<file path="src/rtl/hazard_ctrl_pkg.sv">
// Shared definitions for the hazard/forwarding controller: register index width,
// bypass select codes, the never-forwarded PC index and the scoreboard slot type.
package hazard_ctrl_pkg;

  localparam int REGIDXW = 4;

  typedef logic [REGIDXW-1:0] reg_idx_t;

  localparam reg_idx_t PC_IDX = 4'd15;

  localparam logic [1:0] BYP_RF    = 2'b00;
  localparam logic [1:0] BYP_EXMEM = 2'b01;
  localparam logic [1:0] BYP_MEMWB = 2'b10;

  typedef struct packed {
    logic     valid;
    reg_idx_t rd;
    logic     we;
    logic     ld;
  } slot_t;

endpackage

</file>
<file path="src/rtl/hazard_ctrl_if.sv">
// Decode/branch inputs and execute-stage control outputs of hazard_ctrl.
// HAZARD_PERF_EN adds the stall/flush performance counters.
interface hazard_ctrl_if;
  import hazard_ctrl_pkg::*;

  logic       dec_valid_in;
  reg_idx_t   dec_rn_in;
  reg_idx_t   dec_rm_in;
  logic       dec_rn_used_in;
  logic       dec_rm_used_in;
  reg_idx_t   dec_rd_in;
  logic       dec_reg_we_in;
  logic       dec_is_load_in;
  logic       branch_taken_in;
  logic [1:0] bypass_rn_sel_out;
  logic [1:0] bypass_rm_sel_out;
  logic       stall_out;
  logic       make_invalid_out;
`ifdef HAZARD_PERF_EN
  logic [31:0] stall_count_out;
  logic [31:0] flush_count_out;
`endif

  modport master (
    output dec_valid_in, dec_rn_in, dec_rm_in, dec_rn_used_in, dec_rm_used_in,
           dec_rd_in, dec_reg_we_in, dec_is_load_in, branch_taken_in,
`ifdef HAZARD_PERF_EN
    input  stall_count_out, flush_count_out,
`endif
    input  bypass_rn_sel_out, bypass_rm_sel_out, stall_out, make_invalid_out
  );

  modport slave (
    input  dec_valid_in, dec_rn_in, dec_rm_in, dec_rn_used_in, dec_rm_used_in,
           dec_rd_in, dec_reg_we_in, dec_is_load_in, branch_taken_in,
`ifdef HAZARD_PERF_EN
    output stall_count_out, flush_count_out,
`endif
    output bypass_rn_sel_out, bypass_rm_sel_out, stall_out, make_invalid_out
  );

endinterface

</file>
<file path="src/rtl/hazard_ctrl_slot.sv">
// One scoreboard slot {valid, rd, we, ld}; advances every cycle, async-cleared.
module hazard_slot
  import hazard_ctrl_pkg::*;
(
  input  logic  clk,
  input  logic  rst_n,
  input  slot_t d,
  output slot_t q
);

  always_ff @(posedge clk or negedge rst_n) begin
    if (!rst_n) q <= '0;
    else        q <= d;
  end

endmodule

</file>
<file path="src/rtl/hazard_ctrl.sv">
// Pipeline hazard/forwarding controller: EX/MEM/WB scoreboard, bypass selects,
// load-use stall and post-branch squash. HAZARD_PERF_EN adds perf counters.
module hazard_ctrl
  import hazard_ctrl_pkg::*;
#(
  parameter int FLUSH_CYCLES = 2
) (
  input  logic         clk,
  input  logic         rst_n,
  hazard_ctrl_if.slave hz
);

  localparam logic [1:0] FLUSH_LOAD = 2'(FLUSH_CYCLES);

  slot_t      ex_q, mem_q, wb_q, ex_d;
  logic [1:0] flush_cnt;
  logic       squash, load_use, stall;
  logic       m_ex_rn, m_ex_rm, m_mem_rn, m_mem_rm;
  logic       unused_wb;

  function automatic logic match(input slot_t s, input reg_idx_t src, input logic used);
    return s.valid & s.we & used & (s.rd == src) & (src != PC_IDX);
  endfunction

  // A matching load in EX has no result yet, so it falls through to the MEM check.
  function automatic logic [1:0] select(input logic m_ex, input logic ex_ld, input logic m_mem);
    if (m_ex && !ex_ld) return BYP_EXMEM;
    else if (m_mem)     return BYP_MEMWB;
    else                return BYP_RF;
  endfunction

  assign m_ex_rn  = match(ex_q,  hz.dec_rn_in, hz.dec_rn_used_in);
  assign m_ex_rm  = match(ex_q,  hz.dec_rm_in, hz.dec_rm_used_in);
  assign m_mem_rn = match(mem_q, hz.dec_rn_in, hz.dec_rn_used_in);
  assign m_mem_rm = match(mem_q, hz.dec_rm_in, hz.dec_rm_used_in);

  assign squash   = (flush_cnt != 2'd0) | hz.branch_taken_in;
  assign load_use = ex_q.ld & (m_ex_rn | m_ex_rm);
  assign stall    = load_use & ~squash;

  assign hz.bypass_rn_sel_out = select(m_ex_rn, ex_q.ld, m_mem_rn);
  assign hz.bypass_rm_sel_out = select(m_ex_rm, ex_q.ld, m_mem_rm);
  assign hz.stall_out         = stall;
  assign hz.make_invalid_out  = squash;

  always_comb begin
    ex_d = '0;
    if (!squash && !stall && hz.dec_valid_in)
      ex_d = '{valid: 1'b1, rd: hz.dec_rd_in, we: hz.dec_reg_we_in, ld: hz.dec_is_load_in};
  end

  hazard_slot u_ex  (.clk(clk), .rst_n(rst_n), .d(ex_d),  .q(ex_q));
  hazard_slot u_mem (.clk(clk), .rst_n(rst_n), .d(ex_q),  .q(mem_q));
  hazard_slot u_wb  (.clk(clk), .rst_n(rst_n), .d(mem_q), .q(wb_q));

  // WB is tracked but never forwarded: the register file is write-first.
  assign unused_wb = ^wb_q;

  always_ff @(posedge clk or negedge rst_n) begin
    if (!rst_n)                  flush_cnt <= 2'd0;
    else if (hz.branch_taken_in) flush_cnt <= FLUSH_LOAD;
    else if (flush_cnt != 2'd0)  flush_cnt <= flush_cnt - 2'd1;
  end

`ifdef HAZARD_PERF_EN
  logic [31:0] stall_count, flush_count;

  always_ff @(posedge clk or negedge rst_n) begin
    if (!rst_n) begin
      stall_count <= '0;
      flush_count <= '0;
    end else begin
      if (stall)              stall_count <= stall_count + 32'd1;
      if (hz.branch_taken_in) flush_count <= flush_count + 32'd1;
    end
  end

  assign hz.stall_count_out = stall_count;
  assign hz.flush_count_out = flush_count;
`endif

endmodule

</file>
<file path="src/flat_wrapper.sv">
// flat-port wrapper written by rule: the top's interface ports become plain ports
module hazard_ctrl_flat import hazard_ctrl_pkg::*;
#(
  parameter int FLUSH_CYCLES = 2
)
  (clk, rst_n, hz_dec_valid_in, hz_dec_rn_in, hz_dec_rm_in, hz_dec_rn_used_in, hz_dec_rm_used_in, hz_dec_rd_in, hz_dec_reg_we_in, hz_dec_is_load_in, hz_branch_taken_in, hz_bypass_rn_sel_out, hz_bypass_rm_sel_out, hz_stall_out, hz_make_invalid_out);
  hazard_ctrl_if hz_i ();
  input  logic clk;
  input  logic rst_n;
  input wire logic [$bits(hz_i.dec_valid_in)-1:0] hz_dec_valid_in;
  input wire logic [$bits(hz_i.dec_rn_in)-1:0] hz_dec_rn_in;
  input wire logic [$bits(hz_i.dec_rm_in)-1:0] hz_dec_rm_in;
  input wire logic [$bits(hz_i.dec_rn_used_in)-1:0] hz_dec_rn_used_in;
  input wire logic [$bits(hz_i.dec_rm_used_in)-1:0] hz_dec_rm_used_in;
  input wire logic [$bits(hz_i.dec_rd_in)-1:0] hz_dec_rd_in;
  input wire logic [$bits(hz_i.dec_reg_we_in)-1:0] hz_dec_reg_we_in;
  input wire logic [$bits(hz_i.dec_is_load_in)-1:0] hz_dec_is_load_in;
  input wire logic [$bits(hz_i.branch_taken_in)-1:0] hz_branch_taken_in;
  output wire logic [$bits(hz_i.bypass_rn_sel_out)-1:0] hz_bypass_rn_sel_out;
  output wire logic [$bits(hz_i.bypass_rm_sel_out)-1:0] hz_bypass_rm_sel_out;
  output wire logic [$bits(hz_i.stall_out)-1:0] hz_stall_out;
  output wire logic [$bits(hz_i.make_invalid_out)-1:0] hz_make_invalid_out;
  assign hz_i.dec_valid_in = hz_dec_valid_in;
  assign hz_i.dec_rn_in = hz_dec_rn_in;
  assign hz_i.dec_rm_in = hz_dec_rm_in;
  assign hz_i.dec_rn_used_in = hz_dec_rn_used_in;
  assign hz_i.dec_rm_used_in = hz_dec_rm_used_in;
  assign hz_i.dec_rd_in = hz_dec_rd_in;
  assign hz_i.dec_reg_we_in = hz_dec_reg_we_in;
  assign hz_i.dec_is_load_in = hz_dec_is_load_in;
  assign hz_i.branch_taken_in = hz_branch_taken_in;
  assign hz_bypass_rn_sel_out = hz_i.bypass_rn_sel_out;
  assign hz_bypass_rm_sel_out = hz_i.bypass_rm_sel_out;
  assign hz_stall_out = hz_i.stall_out;
  assign hz_make_invalid_out = hz_i.make_invalid_out;
  hazard_ctrl #(.FLUSH_CYCLES(FLUSH_CYCLES)) u_core (.clk(clk), .rst_n(rst_n), .hz(hz_i));
endmodule
</file>
<file path="config.mk">
export PLATFORM = sky130hd
export DESIGN_NAME = hazard_ctrl_flat
export DESIGN_NICKNAME = d
export VERILOG_FILES = /design/src/rtl/hazard_ctrl_pkg.sv /design/src/rtl/hazard_ctrl_if.sv /design/src/rtl/hazard_ctrl_slot.sv /design/src/rtl/hazard_ctrl.sv /design/src/flat_wrapper.sv
export SDC_FILE = /design/constraint.sdc
export NUM_CORES = 1
export LEC_CHECK = 0
export CORE_AREA = 4 4 48 50
export CTS_CLUSTER_DIAMETER = 200
export DETAILED_ROUTE_END_ITERATION = 6
export DIE_AREA = 0 0 52 54
export PLACE_DENSITY = 0.74
export SETUP_SLACK_MARGIN = 0.02
export SYNTH_ARGS = -nofsm -noshare
export SYNTH_HDL_FRONTEND = slang
export SYNTH_SLANG_ARGS = --single-unit
</file>
<file path="constraint.sdc">
create_clock -name clk -period 1.6 [get_ports clk]
set_input_delay 0.32 -clock clk [delete_from_list [all_inputs] [get_ports clk]]
set_output_delay 0.32 -clock clk [all_outputs]
set_load 0.005 [all_outputs]
</file>
==> metrics.md <==
| Metric | Value |
|---|---|
| Synthesized Nets | `~90` |
| Clock Latency Late Sink | `270 ps` |
| Fin crit period | `approximately 2000 ps` |
| Crit start category | `flop` |
| Area Overhead vs Synth | `78.6%` |
| Total GRT Usage | `between 10% and 20%` |
| Setup WS pre-CTS | `-812 ps` |
| Max Cap Viol | `0` |
| Drt pass-1 iters | `2` |
| Leakage | `between 0.6 and 0.7 nW` |
| Status | `finished, violations left` |
| Peak Freq | `roughly 500 MHz` |
| Via count of the first global-routing pass | `813` |
| Final hold vios | `0` |
| Initial Utilization | `between 40% and 50%` |
| First-pass GRT wire length | `3680 um` |
| Yosys warning total | `0` |
| Filler cells | `~130` |
| Die width | `roughly 52 um` |
| RSZ-0062 raised after global routing | `true` |
| # nets final | `146` |
| Top-area cell type share of the netlist area | `approximately 47%` |
| Number of antenna-violating nets in the routed design | `0` |
| Final Slew Violations | `0` |
| Worst Path Max Fanout | `3` |
| Synthesized flop and latch total | `15` |
| ANT cells | `0` |
| Gp weighted congestion | `around 0.76` |
| Via count | `~740` |
| TritonCTS clock tree | `built` |
| Vias per inst | `about 4.9` |
| Clk root buf | `clkbuf_4` |
| Drt wl/cell | `15.5 um` |
| Post-synthesis sequential area ratio | `47.5%` |
| Top Ports | `26` |
| Type of the tightest min-delay check | `in2async` |
| GR Overflow Total | `0` |
| H-tree levels | `1` |
| Max-slew headroom | `approximately 76%` |
| Critical Path Source | `u_core.u_ex.q[4]$_DFF_PN0_` |
| Violated checks | `setup timing` |
| DP Area | `around 1200 um2` |
| Synth cell types | `21` |
| Min Hold Slack | `350 ps` |
| WS Path Type | `reg2out` |
| Worst Skew | `0.772 ps` |
| IO buf count | `25` |
| Worst r2r src | `u_core.flush_cnt[0]$_DFFE_PN0P_` |
| Initial antenna violation count | `0` |
| Cts hold-fix bufs | `0` |
| Clock transition at the registers of the reported paths | `~80 ps` |
| Cell count after synthesis | `70` |
| Final Power | `1.11 mW` |
| Pin count of the biggest net entering global routing | `16` |
| DRC | `0` |
| Fin crit share | `123%` |
| Die area | `between 2000 and 3000 um2` |
| Die height | `between 50 and 60 um` |
| Core area | `1900 um2` |
| Clock Tree Buf Depth | `2` |
| Utilization after layout | `about three quarters` |
| Area contributors post-synth | `dfrtp_1, xnor2_1, nor4b_1` |
| Commonest non-fill, non-tap cells in the layout | `buf_4, dfrtp_1, clkdlybuf4s50_1` |
| Iteration-0 DRC Markers | `8` |
| R2r setup slk | `30 ps` |
| Clock Sinks | `15` |
| Avg Inst Size Synth | `11.3 um2` |
| DP HPWL | `1520 um` |
| Worst setup EP type | `output port` |
| Endpoints failing setup | `6` |
| Core Rows | `16` |
| Num CTS Buffers | `3` |
| Final instance area | `approximately 1400 um2` |
| Total Routed Length | `roughly 2300 um` |
| Setup slack after layout | `-372 ps` |
| Required @ worst endpoint | `between 1000 and 1500 ps` |
| Max IR drop VDD | `around 0.68 mV` |
| Slew @ Worst Pin | `around 360 ps` |
| Mapped cell area | `approximately 800 um2` |
| Yosys top cell by area | `dfrtp_1` |
| Crit path DAT | `1650 ps` |
| Pwr Density | `784 nW/um2` |
| Commonest non-fill, non-tap cell in the layout | `buf_4` |
| Layout cells sized above 1 | `around 48%` |
[where the power goes]
group	internal [mW]	switching, mW	total [mW]
clock	0.0965	0.111	0.207
combinational	0.267	0.175	0.442
sequential	0.425	0.0325	0.458
[routing by layer]
layer | global-route usage [%] | wire length [um]
met1 | 17.2 | 866
met2 | 36.8 | 1300
met3 | 4.16 | 155
met4 | 10.9 | 29
met5 | 0 | 0
[cell type report]
| type | count | area, um2 | area share (%) |
|---|---|---|---|
| Clock buffer | 4 | 26.3 | 1.86 |
| Sequential cell | 15 | 378 | 26.7 |
| Multi-Input combinational cell | 52 | 547 | 38.7 |
| Inverter | 3 | 11.3 | 0.797 |
| Timing Repair Buffer | 50 | 417 | 29.5 |
| Tap cell | 27 | 33.8 | 2.39 |
[final timing paths]
| kind | end | depth (start not counted) |
|---|---|---|
| setup / recovery | hz_stall_out | 6 |
| min in group clk | u_core.u_mem.q[6]$_DFF_PN0_ | 0 |
| max in group asynchronous | u_core.u_ex.q[4]$_DFF_PN0_ | 2 |
| hold reg to reg | u_core.u_mem.q[6]$_DFF_PN0_ | 0 |
| setup reg to reg | u_core.u_ex.q[0]$_DFF_PN0_ | 6 |
| hold / removal | u_core.u_ex.q[3]$_DFF_PN0_ | 2 |
[Yosys cell counts]
library cell   n
xor2_1         4
o21a_1         1
ha_1           1
nand4_2        1
nor4b_2        1
xnor2_1       12
nor3_1         4
nand3_1        5
nand3b_1       1
nor3_2         2
a211o_1        1
inv_1          3
nor2_1         2
nor3_4         1
nor4b_1        6
nor2b_1        1
o21ai_0        1
nand2_4        1
dfrtp_1       15
nand4_1        4
nand2_1        3
[state kept, by name, summed over array words and instances (netlist names)]
register	flops
u_core.u_mem.q	6
u_core.u_ex.q	7
u_core.flush_cnt	2
[critical path, stage by stage (launching register included)]
cell and delay [ps]:
dfrtp_2 460, xnor2_2 200, nand4_2 150, buf_6 160
nor3_4 160, o21a_1 140, buf_2 100
[per-stage QoR]
step | TNS [ps] | instances
final | -1600 | 151
after global routing | -2360 | 151
after CTS | -1270 | 150
after detailed placement | -5490 | 135
after global placement | -4970 | 135
after floorplan | 0 | 70
[cell families (layout without fill, tap and decap cells)]
kind of cell / count (synthesis) / in the layout / synth area share (%)
fa+ha+maj: 1 / 1 / 1.58
xor+xnor: 16 / 16 / 17.7
buf+inv: 3 / 57 / 1.42
simple gates: 32 / 32 / 29.1
flops: 15 / 15 / 47.5
compound gates: 3 / 3 / 2.69
[repair_timing]
action                                  CTS  global route
pin swaps                                15            10
resized for setup                        50            12
endpoints found under the setup margin    6            13
setup buffers                            11             1
(Power assumes the default switching activity.)
